$ cat src/rtl/lut_pkg.sv
// Shared definitions for the reverse-search lookup table.
// Holds the default geometry of the table and the finder FSM state type.
package lut_pkg;

  localparam int LUT_DEPTH  = 32;
  localparam int LUT_KEY_W  = 8;
  localparam int LUT_DATA_W = 8;

  typedef enum logic [1:0] {
    IDLE   = 2'd0,
    SEARCH = 2'd1,
    DONE   = 2'd2
  } finder_state_t;

  // Number of bits needed to index DEPTH entries (at least one bit).
  function automatic int idx_width(input int depth);
    return (depth > 1) ? $clog2(depth) : 1;
  endfunction

endpackage

$ cat src/rtl/lut_table.sv
// Entry storage for the lookup table: data array plus per-entry valid bits.
// Ports:
//   clk, rst_n       clock and synchronous active-low reset (clears data and valid bits)
//   wr_en/wr_key/wr_data  write port; keys >= DEPTH are dropped
//   rd_key/rd_data   forward read, combinational; 0 for out-of-range or unwritten keys
//   srch_idx         index being examined by the reverse search
//   srch_data/srch_valid  contents of that entry before any same-cycle write
module lut_table
  import lut_pkg::*;
#(
  parameter int DEPTH  = LUT_DEPTH,
  parameter int KEY_W  = LUT_KEY_W,
  parameter int DATA_W = LUT_DATA_W,
  parameter int IDX_W  = idx_width(LUT_DEPTH)
) (
  input  logic              clk,
  input  logic              rst_n,
  input  logic              wr_en,
  input  logic [KEY_W-1:0]  wr_key,
  input  logic [DATA_W-1:0] wr_data,
  input  logic [KEY_W-1:0]  rd_key,
  output logic [DATA_W-1:0] rd_data,
  input  logic [IDX_W-1:0]  srch_idx,
  output logic [DATA_W-1:0] srch_data,
  output logic              srch_valid
);

  logic [DATA_W-1:0] entry_r [DEPTH];
  logic [DEPTH-1:0]  valid_r;

  logic              wr_in_range_s;
  logic              rd_in_range_s;
  logic [IDX_W-1:0]  wr_idx_s;
  logic [IDX_W-1:0]  rd_idx_s;

  assign wr_in_range_s = (wr_key < KEY_W'(DEPTH));
  assign rd_in_range_s = (rd_key < KEY_W'(DEPTH));
  assign wr_idx_s      = wr_key[IDX_W-1:0];
  assign rd_idx_s      = rd_key[IDX_W-1:0];

  // Entry and valid-bit storage with the single write port.
  always_ff @(posedge clk) begin
    if (!rst_n) begin
      for (int i = 0; i < DEPTH; i++) begin
        entry_r[i] <= '0;
      end
      valid_r <= '0;
    end else if (wr_en && wr_in_range_s) begin
      entry_r[wr_idx_s] <= wr_data;
      valid_r[wr_idx_s] <= 1'b1;
    end
  end

  // Forward read: only a written, in-range entry returns its contents.
  always_comb begin
    rd_data = '0;
    if (rd_in_range_s && valid_r[rd_idx_s]) begin
      rd_data = entry_r[rd_idx_s];
    end else begin
      rd_data = '0;
    end
  end

  // Search read port; reads the registered contents so a write in the
  // same cycle is only seen from the next edge onward.
  always_comb begin
    srch_data  = entry_r[srch_idx];
    srch_valid = valid_r[srch_idx];
  end

endmodule

$ cat src/rtl/lut_reverse_finder.sv
// Writable lookup table with a sequential reverse search.
// Ports:
//   clk, rst_n           clock and synchronous active-low reset
//   wr_en/wr_key/wr_data table write port
//   rd_key/rd_data       combinational forward lookup
//   req_valid/req_ready/req_value  reverse query handshake (value to find)
//   rsp_valid/rsp_ready/rsp_hit/rsp_key  result handshake; rsp_key is the
//                        lowest matching key, 0 on a miss
// The search walks one entry per cycle from key 0 upward and stops at the
// first match, so the lowest matching key is always the one reported.
module lut_reverse_finder
  import lut_pkg::*;
#(
  parameter int DEPTH  = LUT_DEPTH,
  parameter int KEY_W  = LUT_KEY_W,
  parameter int DATA_W = LUT_DATA_W
) (
  input  logic              clk,
  input  logic              rst_n,
  input  logic              wr_en,
  input  logic [KEY_W-1:0]  wr_key,
  input  logic [DATA_W-1:0] wr_data,
  input  logic [KEY_W-1:0]  rd_key,
  output logic [DATA_W-1:0] rd_data,
  input  logic              req_valid,
  output logic              req_ready,
  input  logic [DATA_W-1:0] req_value,
  output logic              rsp_valid,
  input  logic              rsp_ready,
  output logic              rsp_hit,
  output logic [KEY_W-1:0]  rsp_key
);

  localparam int IDX_W = idx_width(DEPTH);

  finder_state_t     state_r, state_s;
  logic [IDX_W-1:0]  idx_r, idx_s;
  logic [DATA_W-1:0] value_r, value_s;
  logic              rsp_hit_r, rsp_hit_s;
  logic [KEY_W-1:0]  rsp_key_r, rsp_key_s;

  logic [DATA_W-1:0] srch_data_s;
  logic              srch_valid_s;
  logic              match_s;
  logic              last_idx_s;

  lut_table #(
    .DEPTH  (DEPTH),
    .KEY_W  (KEY_W),
    .DATA_W (DATA_W),
    .IDX_W  (IDX_W)
  ) u_table (
    .clk        (clk),
    .rst_n      (rst_n),
    .wr_en      (wr_en),
    .wr_key     (wr_key),
    .wr_data    (wr_data),
    .rd_key     (rd_key),
    .rd_data    (rd_data),
    .srch_idx   (idx_r),
    .srch_data  (srch_data_s),
    .srch_valid (srch_valid_s)
  );

  // Unwritten entries never match, even when searching for 0.
  assign match_s    = srch_valid_s && (srch_data_s == value_r);
  assign last_idx_s = (idx_r == IDX_W'(DEPTH - 1));

  // FSM state, search index, latched query and response registers.
  always_ff @(posedge clk) begin
    if (!rst_n) begin
      state_r   <= IDLE;
      idx_r     <= '0;
      value_r   <= '0;
      rsp_hit_r <= 1'b0;
      rsp_key_r <= '0;
    end else begin
      state_r   <= state_s;
      idx_r     <= idx_s;
      value_r   <= value_s;
      rsp_hit_r <= rsp_hit_s;
      rsp_key_r <= rsp_key_s;
    end
  end

  // Next-state and next-register logic; everything holds unless updated.
  always_comb begin
    state_s   = state_r;
    idx_s     = idx_r;
    value_s   = value_r;
    rsp_hit_s = rsp_hit_r;
    rsp_key_s = rsp_key_r;
    case (state_r)
      IDLE: begin
        if (req_valid) begin
          value_s = req_value;
          idx_s   = '0;
          state_s = SEARCH;
        end else begin
          state_s = IDLE;
        end
      end
      SEARCH: begin
        if (match_s) begin
          rsp_hit_s = 1'b1;
          rsp_key_s = KEY_W'(idx_r);
          state_s   = DONE;
        end else if (last_idx_s) begin
          // Index stops at the last entry rather than wrapping.
          rsp_hit_s = 1'b0;
          rsp_key_s = '0;
          state_s   = DONE;
        end else begin
          idx_s   = idx_r + IDX_W'(1);
          state_s = SEARCH;
        end
      end
      DONE: begin
        if (rsp_ready) begin
          state_s = IDLE;
        end else begin
          state_s = DONE;
        end
      end
      default: begin
        state_s = IDLE;
      end
    endcase
  end

  // Handshake flags are decoded straight from the state register.
  assign req_ready = (state_r == IDLE);
  assign rsp_valid = (state_r == DONE);
  assign rsp_hit   = rsp_hit_r;
  assign rsp_key   = rsp_key_r;

endmodule

$ cat config.mk
export PLATFORM = sky130hd
export DESIGN_NAME = lut_reverse_finder
export DESIGN_NICKNAME = d
export VERILOG_FILES = /design/src/rtl/lut_pkg.sv /design/src/rtl/lut_table.sv /design/src/rtl/lut_reverse_finder.sv
export SDC_FILE = /design/constraint.sdc
export NUM_CORES = 1
export LEC_CHECK = 0
export CAP_MARGIN = 20
export CORE_MARGIN = 8
export CORE_UTILIZATION = 45
export DETAILED_ROUTE_END_ITERATION = 10
export DONT_BUFFER_PORTS = 1
export SLEW_MARGIN = 10
export SYNTH_ARGS = -nofsm -noshare
export SYNTH_HDL_FRONTEND = slang
export SYNTH_SLANG_ARGS = --single-unit
$ cat constraint.sdc
create_clock -name clk -period 7.3 [get_ports clk]
set_input_delay 1.46 -clock clk [delete_from_list [all_inputs] [get_ports clk]]
set_output_delay 1.46 -clock clk [all_outputs]
set_load 0.01 [all_outputs]
==> impl_results.md <==
* Final estimated routing congestion in global placement at 0.8594
* Number of flip-flops and latches in the synthesized netlist at approximately 310
* TritonCTS buffer count at 36
* Worst endpoint data arrival time at roughly 3400 ps
* Via count of the first global-routing pass at 9695
* Total half-perimeter wirelength after legalization and detailed placement at 30950 µm
* Total count of max-transition violations in the final report at 0
* GRT met3 Usage at 0.02903
* Transition at the pin with the smallest max-transition slack at between 1000 and 1500 ps
* Final worst path period share at 0.6692
* Proportion of power drawn by combinational gates at 0.075
* Number of antenna violations at the first check in global routing at 4
* Core utilization of the finished layout at 0.4951
* Number of hold violations in the final report at 0
* Busiest layer in global routing: met2
* Overflow left after global routing at 0
* Count of cells resized by post-cts repair at 0
* Area grow syn2layout at 9.510%
* Post-detailed-routing wire length at about 46000 µm
* Number of max-cap violations at 0
* Largest buffer count on any clock path at 3
* DIE HEIGHT at between 200 and 250 µm
* Type of destination of the critical path: output pin
* IR Drop Worst-Case VDD at between 0.15 and 0.2 mV
* Highest clock rate at 204.7 MHz
* Worst EP required at 5840 ps
* Nets at 1125
* Die Outline Area at 42790 µm²
* Sw Share at 0.2194
* Final worst clock skew at 12.35 ps
* TritonCTS clock tree: done
* Highest fanout seen on the critical path at 72
* Grt met1 use at 0.3050
* Footprint of the multi-input gates at 7139 µm²
* Yosys top cell by area: sky130_fd_sc_hd__edfxtp_1
* First-pass iteration count of the detailed router at 5
* Final critical-path required period at between 4000 and 5000 ps
* Final TNS setup at 0 ps
* Total global routing track utilization at 0.2202
* Number of I/O port buffers at 0
* Most frequent cell after synthesis: sky130_fd_sc_hd__and2_1
* CORE AREA at 36260 µm²
* Share of synthesized flip-flops with an asynchronous set or reset at 0
* Average wire per cell in the routed design at just under 30 µm
* Unrepaired setup endpoints after global routing: no
* Total vias in the final route at 9909
* Global-route wire length before repair at ~68000 µm
* Ranking of synthesized cells by instance count: 257 x sky130_fd_sc_hd__and2_1, 256 x sky130_fd_sc_hd__edfxtp_1, 170 x sky130_fd_sc_hd__mux4_2
* Power spent charging and discharging nets at 910.9 µW
* Combined flip-flop and latch cell area at 8856 µm²
* EDFF count, synth at 256
* Worst hold path type: reg2reg
* Area after DPL at between 15000 and 20000 µm²
* Cell area after technology mapping at 16390 µm²
* Residual DRC count at 0
* Top-level I/O count at 56
* Root cell of the clock tree: sky130_fd_sc_hd__clkbuf_16
* Worst setup SP type: primary input
* Row cnt at 70
* Violation count after the first detailed-routing iteration at between 800 and 900
* Hold Buf Count CTS at 0
* Maximum number of pins on one net before global-route repair at 93
* Post-CTS repair timing setup buffer count at 0
* Initial standard-cell utilization of the core at 0.4521
* Share of total power in the clock network at 0.427
* Cell types with the largest area share after synthesis: sky130_fd_sc_hd__edfxtp_1 47%, sky130_fd_sc_hd__mux4_2 23%, sky130_fd_sc_hd__and2_1 9.8%
* H-tree depth at 2
* Number of cells produced by synthesis at 1110
* Die outline width at 206.9 µm
* Fraction of post-synthesis cell area in the top cell type by area at 0.4689
* Vias per std cell at 6.264
* Synth warn at 0
* Synthesized area divided by synthesized cell count at 14.77 µm²
* Primary flip-flop cell chosen by synthesis mapping: sky130_fd_sc_hd__edfxtp_1
* Share of layout cells above drive strength 1 at 0.2324
* Met2 track demand over resource in global routing at 0.3642
* Result of the run: finished, final reports clean
* Post-layout instance area at 17950 µm²
* Max-slew headroom at 0.2761
* Count of unique library cells instantiated by Yosys at 49
* Insertion delay to the later sink of the worst-skew pair at approximately 520 ps
* Final total power at 4.151 mW
* Leakage at slightly above 6 nW
* Reg clk slew, reported paths at 60 ps
* Power per unit of standard cell area at about 230 nW/µm²
* Internal at 3.240 mW
* Antenna viol nets, final at 0
* Sequential area share after synthesis at 0.5398
* Critical path type: in2out
* Number of fill cells in the layout at 3107
* TritonCTS sink count at 314
* Final setup fails at 0
* Share of total power in sequential cells at 0.498
==> per-stage QoR <==
| step | setup WS (ps) | cells | hold slack (ps) |
|---|---|---|---|
| floorplan | 1997 | 1112 | 438.1 |
| global placement | 2463 | 1512 | 455.0 |
| detailed placement | 2477 | 1512 | 460.7 |
| CTS | 2483 | 1574 | 475.6 |
| global route | 2378 | 1578 | 496.1 |
| finish | 2415 | 1582 | 475.3 |
==> registers in the layout, indices dropped and copies added, names as in the netlist, named ones only <==
| signal | count |
|---|---|
| value_r | 8 |
| u_table.entry_r | 256 |
| u_table.valid_r | 32 |
| state_r | 2 |
| rsp_key | 5 |
| rsp_hit | 1 |
| idx_r | 5 |
==> power groups by stage <==
stage / registers (mW) / clock network, mW / logic (mW)
final: 2.07 / 1.77 / 0.311
after global routing: 2.08 / 1.86 / 0.324
after CTS: 2.07 / 1.79 / 0.310
after detailed placement: 2.11 / 0 / 0.309
after global placement: 2.10 / 0 / 0.308
after floorplan: 2.07 / 0 / 0.272
==> routing by layer <==
| metal | up-vias | share of wire |
|---|---|---|
| li1 | 4227 | - |
| met1 | 5210 | 0.41 |
| met2 | 410 | 0.49 |
| met3 | 62 | 0.071 |
| met4 | 0 | 0.026 |
| met5 | - | 0 |
==> cell families after synthesis <==
family                   share of synthesized area
AND/OR/NAND/NOR                             0.1370
flip-flops                                  0.5398
multiplexers                                0.2465
AO/OA/AOI/OAI                              0.04664
buffers and inverters                      0.02519
XOR/XNOR                                  0.003206
adder cells (fa/ha/maj)                   0.001526
other                                    0.0002288
==> worst paths after layout <==
path                             from                  end  slack, ps  cells past startpoint
setup / recovery            rd_key[0]           rd_data[4]       2410                      5
hold / removal    u_table.valid_r[14]  u_table.valid_r[14]        480                      1
setup reg to reg             register             idx_r[1]       2970                      9
hold reg to reg   u_table.valid_r[14]  u_table.valid_r[14]        480                      1
==> critical path: stages <==
cell and delay (ps):
sky130_fd_sc_hd__mux4_2 510, sky130_fd_sc_hd__mux4_2 510, sky130_fd_sc_hd__mux2i_1 130, sky130_fd_sc_hd__or4_1 530, sky130_fd_sc_hd__nor2_1 210
==> layout make-up <==
| class | instances | share of cell area |
|---|---|---|
| Sequential cell | 314 | 0.4933 |
| Multi-Input combinational cell | 702 | 0.3977 |
| Clock buffer | 53 | 0.05827 |
| Tap cell | 468 | 0.03262 |
| Timing Repair Buffer | 28 | 0.01143 |
| Clock inverter | 9 | 0.005297 |
| Inverter | 4 | 0.0008364 |
| Antenna cell | 4 | 0.0005576 |
==> cell usage in the layout, fill, tap and decap left out, types with 26 or more instances in the layout <==
master / instances
sky130_fd_sc_hd__nor2_1: 45
sky130_fd_sc_hd__nand2_1: 32
sky130_fd_sc_hd__a21o_1: 32
sky130_fd_sc_hd__dfxtp_1: 56
sky130_fd_sc_hd__and2_1: 257
sky130_fd_sc_hd__edfxtp_1: 256
sky130_fd_sc_hd__clkbuf_16: 37
sky130_fd_sc_hd__buf_4: 26
sky130_fd_sc_hd__mux4_2: 170
sky130_fd_sc_hd__o21ai_0: 26
Note: power is estimated with default switching activity, not from simulation.
==> RTL change 1, RTL diff (config.mk and constraints unchanged) <==
`rsp_key_r` no longer has a reset.
--- a/src/rtl/lut_reverse_finder.sv
+++ b/src/rtl/lut_reverse_finder.sv
@@ -73,14 +73,16 @@
       idx_r     <= '0;
       value_r   <= '0;
       rsp_hit_r <= 1'b0;
-      rsp_key_r <= '0;
     end else begin
       state_r   <= state_s;
       idx_r     <= idx_s;
       value_r   <= value_s;
       rsp_hit_r <= rsp_hit_s;
-      rsp_key_r <= rsp_key_s;
     end
+  end
+
+  always_ff @(posedge clk) begin
+    rsp_key_r <= rsp_key_s;
   end
 
   // Next-state and next-register logic; everything holds unless updated.
Behaviour: differs if rst_n is asserted again (counterexample within 4 cycles, from zero or initial values and one cycle with rst_n low); with rst_n held inactive, the same outputs for 4 cycles.
==> RTL change 1 against the original RTL <==
  * Sequential share of layout area is 0.15 points higher
  * Total power is 2.2% lower
  * Critical path type unchanged
  * Wire length is 6.9% higher
  * First-iteration DRC count is 24% higher
  * Clock skew is 0.0028 ns higher
  * Sequential cell count stayed put
  * Cell area is 0.24% higher
  * Synthesized cell count is 6.5% higher
  * Combinational power hardly changed
  * Highest routed layer unchanged
  * Synthesized area is 1.1% higher
  * Critical path depth stayed put
  * Worst setup slack better by 0.28 ns
==> RTL change 1: results (changes against the original RTL) <==
Global placer's final weighted congestion -> 0.887 (was 0.859)
Worst hold path type -> reg -> reg (unchanged)
Fillers -> 3144 (was 3107)
Synth top area cells -> edfxtp_1 47%, mux4_2 19%, and2_1 9.9% (was edfxtp_1 47%, mux4_2 23%, and2_1 9.8%)
Worst Max-Slew Pin Slew -> 1.14 ns (was 1.08 ns)
Worst Path Arrival -> 3.15 ns (was 3.43 ns)
Top delay family on crit path -> multiplexers (unchanged)
FF+latch area -> 0.00890 mm^2 (was 0.00886 mm^2)
Synth Register Bits -> 314 (unchanged)
Metal2 WL -> 22100 um (was 22700 um)
Via density -> 6.29 (was 6.26)
Layout non-clock buf frac -> 0.946% (was 1.14%)
Wire length on met3 -> 5260 um (was 3280 um)
Layout cells sized above 1 -> 19.3% (was 23.2%)
Total Routing Usage GR -> 22.7% (was 22.0%)
First-pass GRT wire length -> 72700 um (was 67700 um)
Power Internal -> 3.14 mW (was 3.24 mW)
Clock slew at reported path FFs -> 0.06 ns (about the same)
Clk_skew -> 0.0152 ns (was 0.0124 ns)
Crit-path max FO -> 72 (unchanged)
Sequential fraction of design power -> 51.1% (was 49.8%)
Clock buffers -> 55 (was 53)
Comb group -> 311 uW (about the same)
Most frequent cells after synthesis -> 263 x and2_1, 261 x edfxtp_1, 139 x mux4_2 (was 257 x and2_1, 256 x edfxtp_1, 170 x mux4_2)
Global-route met3 utilization -> 5.83% (was 2.90%)
Met1 usage -> 31.6% (was 30.5%)
Multi-input combinational area share -> 40.3% (was 39.8%)
Starting DRT DRC Count -> 1107 (was 896)
Detailed-route wire length -> 49400 um (was 46300 um)
Number of non-clock inverters in the layout -> 3 (was 4)
Met2 usage -> 34.3% (was 36.4%)
Wire length on met1 -> 20400 um (was 19100 um)
Number of synthesized flops with an enable pin -> 261 (was 256)
Final Net Count -> 1189 (was 1125)
Post-cts sizing count -> 0 (unchanged)
Highest Signal Layer -> met4 (unchanged)
CTS buffer count -> 35 (was 36)
Post-DP HPWL -> 33700 um (was 30900 um)
Psw -> 913 uW (was 911 uW)
Non-clk bufs -> 23 (was 28)
Worst VDD drop -> 0.000190 V (was 0.000151 V)
CP max-delay cell -> mux4_2 (was or4_1)
N_diodes -> 3 (was 4)
Leakage power -> 6.17 nW (was 6.16 nW)
Comb_multi_in -> 773 (was 702)
Vias in the first global route -> 10300 (was 9695)
Largest net degree at the start of global routing -> 73 (was 93)
Status -> completed (unchanged)
Top Registers -> u_table.entry_r: 256 flops, u_table.valid_r: 32 flops, value_r: 8 flops (unchanged)
DP Worst Slack -> 2.72 ns (was 2.48 ns)
Sequential element share of the synthesized area -> 53.7% (was 54.0%)
Clock-cell share of area -> 5.96% (was 6.36%)
Distinct cells, synth -> 51 (was 49)
[RTL change 1: cell types whose count changed in the layout (fill, tap and decap cells not counted), moves of 10 or more]
| cell | unedited run | this run |
|---|---|---|
| nor2_1 | 45 | 55 |
| mux2_2 | 1 | 13 |
| mux4_2 | 170 | 139 |
| mux2i_1 | 20 | 59 |
| a22oi_1 | 1 | 20 |
| o21ai_0 | 26 | 13 |
| a21oi_1 | 4 | 19 |
[RTL change 1: logic make-up after synthesis]
| family | Yosys count | synth area share [%] |
|---|---|---|
| other cells | 1 | 0.0226 |
| buf+inv | 97 | 2.61 |
| mux | 211 | 23.3 |
| simple gates | 411 | 14.3 |
| fa+ha+maj | 2 | 0.151 |
| xor+xnor | 8 | 0.423 |
| compound gates | 138 | 5.46 |
| flops | 314 | 53.7 |
[RTL change 1: stage by stage]
stage	cell area [um^2]	hold slack [ns]	utilization [%]	cells
3_3_place_gp	16900	0.450	46.4	1578
2_1_floorplan	16600	0.438	-	1184
6_report	18000	0.472	49.4	1648
5_1_grt	18000	0.489	49.4	1645
4_1_cts	18000	0.474	49.3	1643
3_5_place_dp	16900	0.461	46.4	1579
[RTL change 1: path summary, 6_finish.rpt]
path | startpoint | end | slack (ns) | cells past startpoint
worst max-delay path | rd_key[0] | rd_data[1] | 2.69 | 5
worst min-delay path | u_table.valid_r[21]$_SDFFE_PN0P_ | u_table.valid_r[21]$_SDFFE_PN0P_ | 0.47 | 1
worst max register to register | flip-flop | rsp_key[2]$_SDFFCE_PP0P_ | 2.86 | 9
worst min register to register | u_table.valid_r[21]$_SDFFE_PN0P_ | u_table.valid_r[21]$_SDFFE_PN0P_ | 0.47 | 1
==> RTL change 2, RTL diff (same flow settings) <==
Without the edit above. Change the package constant `LUT_DEPTH` from 32 to 64.
--- a/src/rtl/lut_pkg.sv
+++ b/src/rtl/lut_pkg.sv
@@ -2,7 +2,7 @@
 // Holds the default geometry of the table and the finder FSM state type.
 package lut_pkg;
 
-  localparam int LUT_DEPTH  = 32;
+  localparam int LUT_DEPTH  = 64;
   localparam int LUT_KEY_W  = 8;
   localparam int LUT_DATA_W = 8;
 
Formal check against the unedited RTL: not equivalent (a bounded check fails within 4 cycles, from zero or initial values and one cycle with rst_n low).
==> RTL change 2 against the original RTL <==
  * Synthesized area rose by 97%
  * Non-clock buffer count rose by 48
  * Largest power group unchanged
  * Worst setup slack got worse by 0.33 ns
  * Critical path depth fell by 1
  * Highest routed layer is now met5
  * Combinational power rose by 120%
  * Cell area rose by 96%
  * Wire length rose by 130%
  * Maximum frequency fell by 6.4%
  * Sequential cell count rose by 291
  * Clock skew rose by 0.013 ns
  * Total power rose by 95%
==> RTL change 2: results (changes against the original RTL) <==
Via density -> 6.57 (was 6.26)
Highest Signal Layer -> met5 (was met4)
Hold Crit Start -> value_r[5]$_SDFFE_PN0P_ (was u_table.valid_r[14]$_SDFFE_PN0P_)
Total Routing Usage GR -> 26.2% (was 22.0%)
N_diodes -> 0 (was 4)
Vias in the first global route -> 20100 (was 9695)
Worst Path Arrival -> 3.76 ns (was 3.43 ns)
H-Tree Depth -> 3 (was 2)
Top Registers -> u_table.entry_r: 512 flops, u_table.valid_r: 64 flops, value_r: 8 flops (was u_table.entry_r: 256 flops, u_table.valid_r: 32 flops, value_r: 8 flops)
Number of synthesized flops with an enable pin -> 512 (was 256)
Hold_ws -> 0.464 ns (was 0.475 ns)
Path depth of the worst reg2reg path -> 11 (was 9)
Clk_skew -> 0.0255 ns (was 0.0124 ns)
Placed Cells -> 3039 (was 1512)
CTS buffer count -> 67 (was 36)
CP max-delay cell -> mux4_2 (was or4_1)
Synth top area cells -> edfxtp_1 48%, mux4_2 22%, and2_1 10% (was edfxtp_1 47%, mux4_2 23%, and2_1 9.8%)
Detailed-route via count -> 20800 (was 9909)
Critical Path Sink -> rd_data[1] (was rd_data[4])
Worst Hold Depth -> 2 (was 1)
Hold Path End -> value_r[5]$_SDFFE_PN0P_ (was u_table.valid_r[14]$_SDFFE_PN0P_)
Leakage power -> 12.1 nW (was 6.16 nW)
Syn Area/Cell -> 14.5 um^2 (was 14.8 um^2)
Iteration count of the initial detailed-routing pass -> 9 (was 5)
Initial antenna violation count -> 1 (was 4)
Max reg flops -> 512 (was 256)
Worst VDD drop -> 0.000154 V (was 0.000151 V)
Status -> completed (unchanged)
==> RTL change 2: changes by cell type in the layout (fill, tap and decap cells not counted), sizes merged, moves of 33 or more <==
cell / unedited run / this run
a21o: 32 / 65
and2: 257 / 518
buf: 28 / 74
clkbuf: 53 / 92
dfxtp: 58 / 93
edfxtp: 256 / 512
mux2i: 20 / 69
mux4: 170 / 316
nor2: 45 / 84
o21ai: 39 / 79
==> RTL change 2: kinds of logic (layout without fill, tap and decap cells) <==
kind of cell | Yosys count | after routing | synth area share, %
AOI/OAI and AO/OA | 246 | 246 | 5.01
muxes | 395 | 395 | 24.6
xor gates and xnor gates | 2 | 2 | 0.0777
buffers and inverters | 205 | 204 | 2.81
and+or+nand+nor | 768 | 768 | 14.0
adders and majority gates | 1 | 1 | 0.0388
other | 1 | 2 | 0.0116
DFF | 605 | 605 | 53.5
==> RTL change 2: layout make-up <==
type / instances / area, um^2
fill: 6004 / 36000
clock buffer: 90 / 1870
clock inverter: 30 / 283
timing repair buffer: 76 / 571
tap: 950 / 1190
sequential: 605 / 17300
inverter: 8 / 30.0
multi-input combinational: 1414 / 14100
==> RTL change 2: power groups by stage <==
| stage | registers, mW | logic (mW) | clock network (mW) |
|---|---|---|---|
| after detailed placement | 4.09 | 0.669 | 0 |
| after global placement | 4.08 | 0.662 | 0 |
| after CTS | 4.01 | 0.672 | 3.43 |
| after floorplan | 4.01 | 0.537 | 0 |
| final | 4.02 | 0.686 | 3.40 |
| after global routing | 4.03 | 0.703 | 3.55 |
==> RTL change 2: through the flow <==
stage	utilization [%]	setup WS, ns	area (um^2)
global route	49.5	2.17	35300
floorplan	-	1.52	32200
global placement	46.4	2.17	33000
detailed placement	46.4	2.31	33100
finish	49.5	2.08	35300
CTS	49.4	2.30	35200
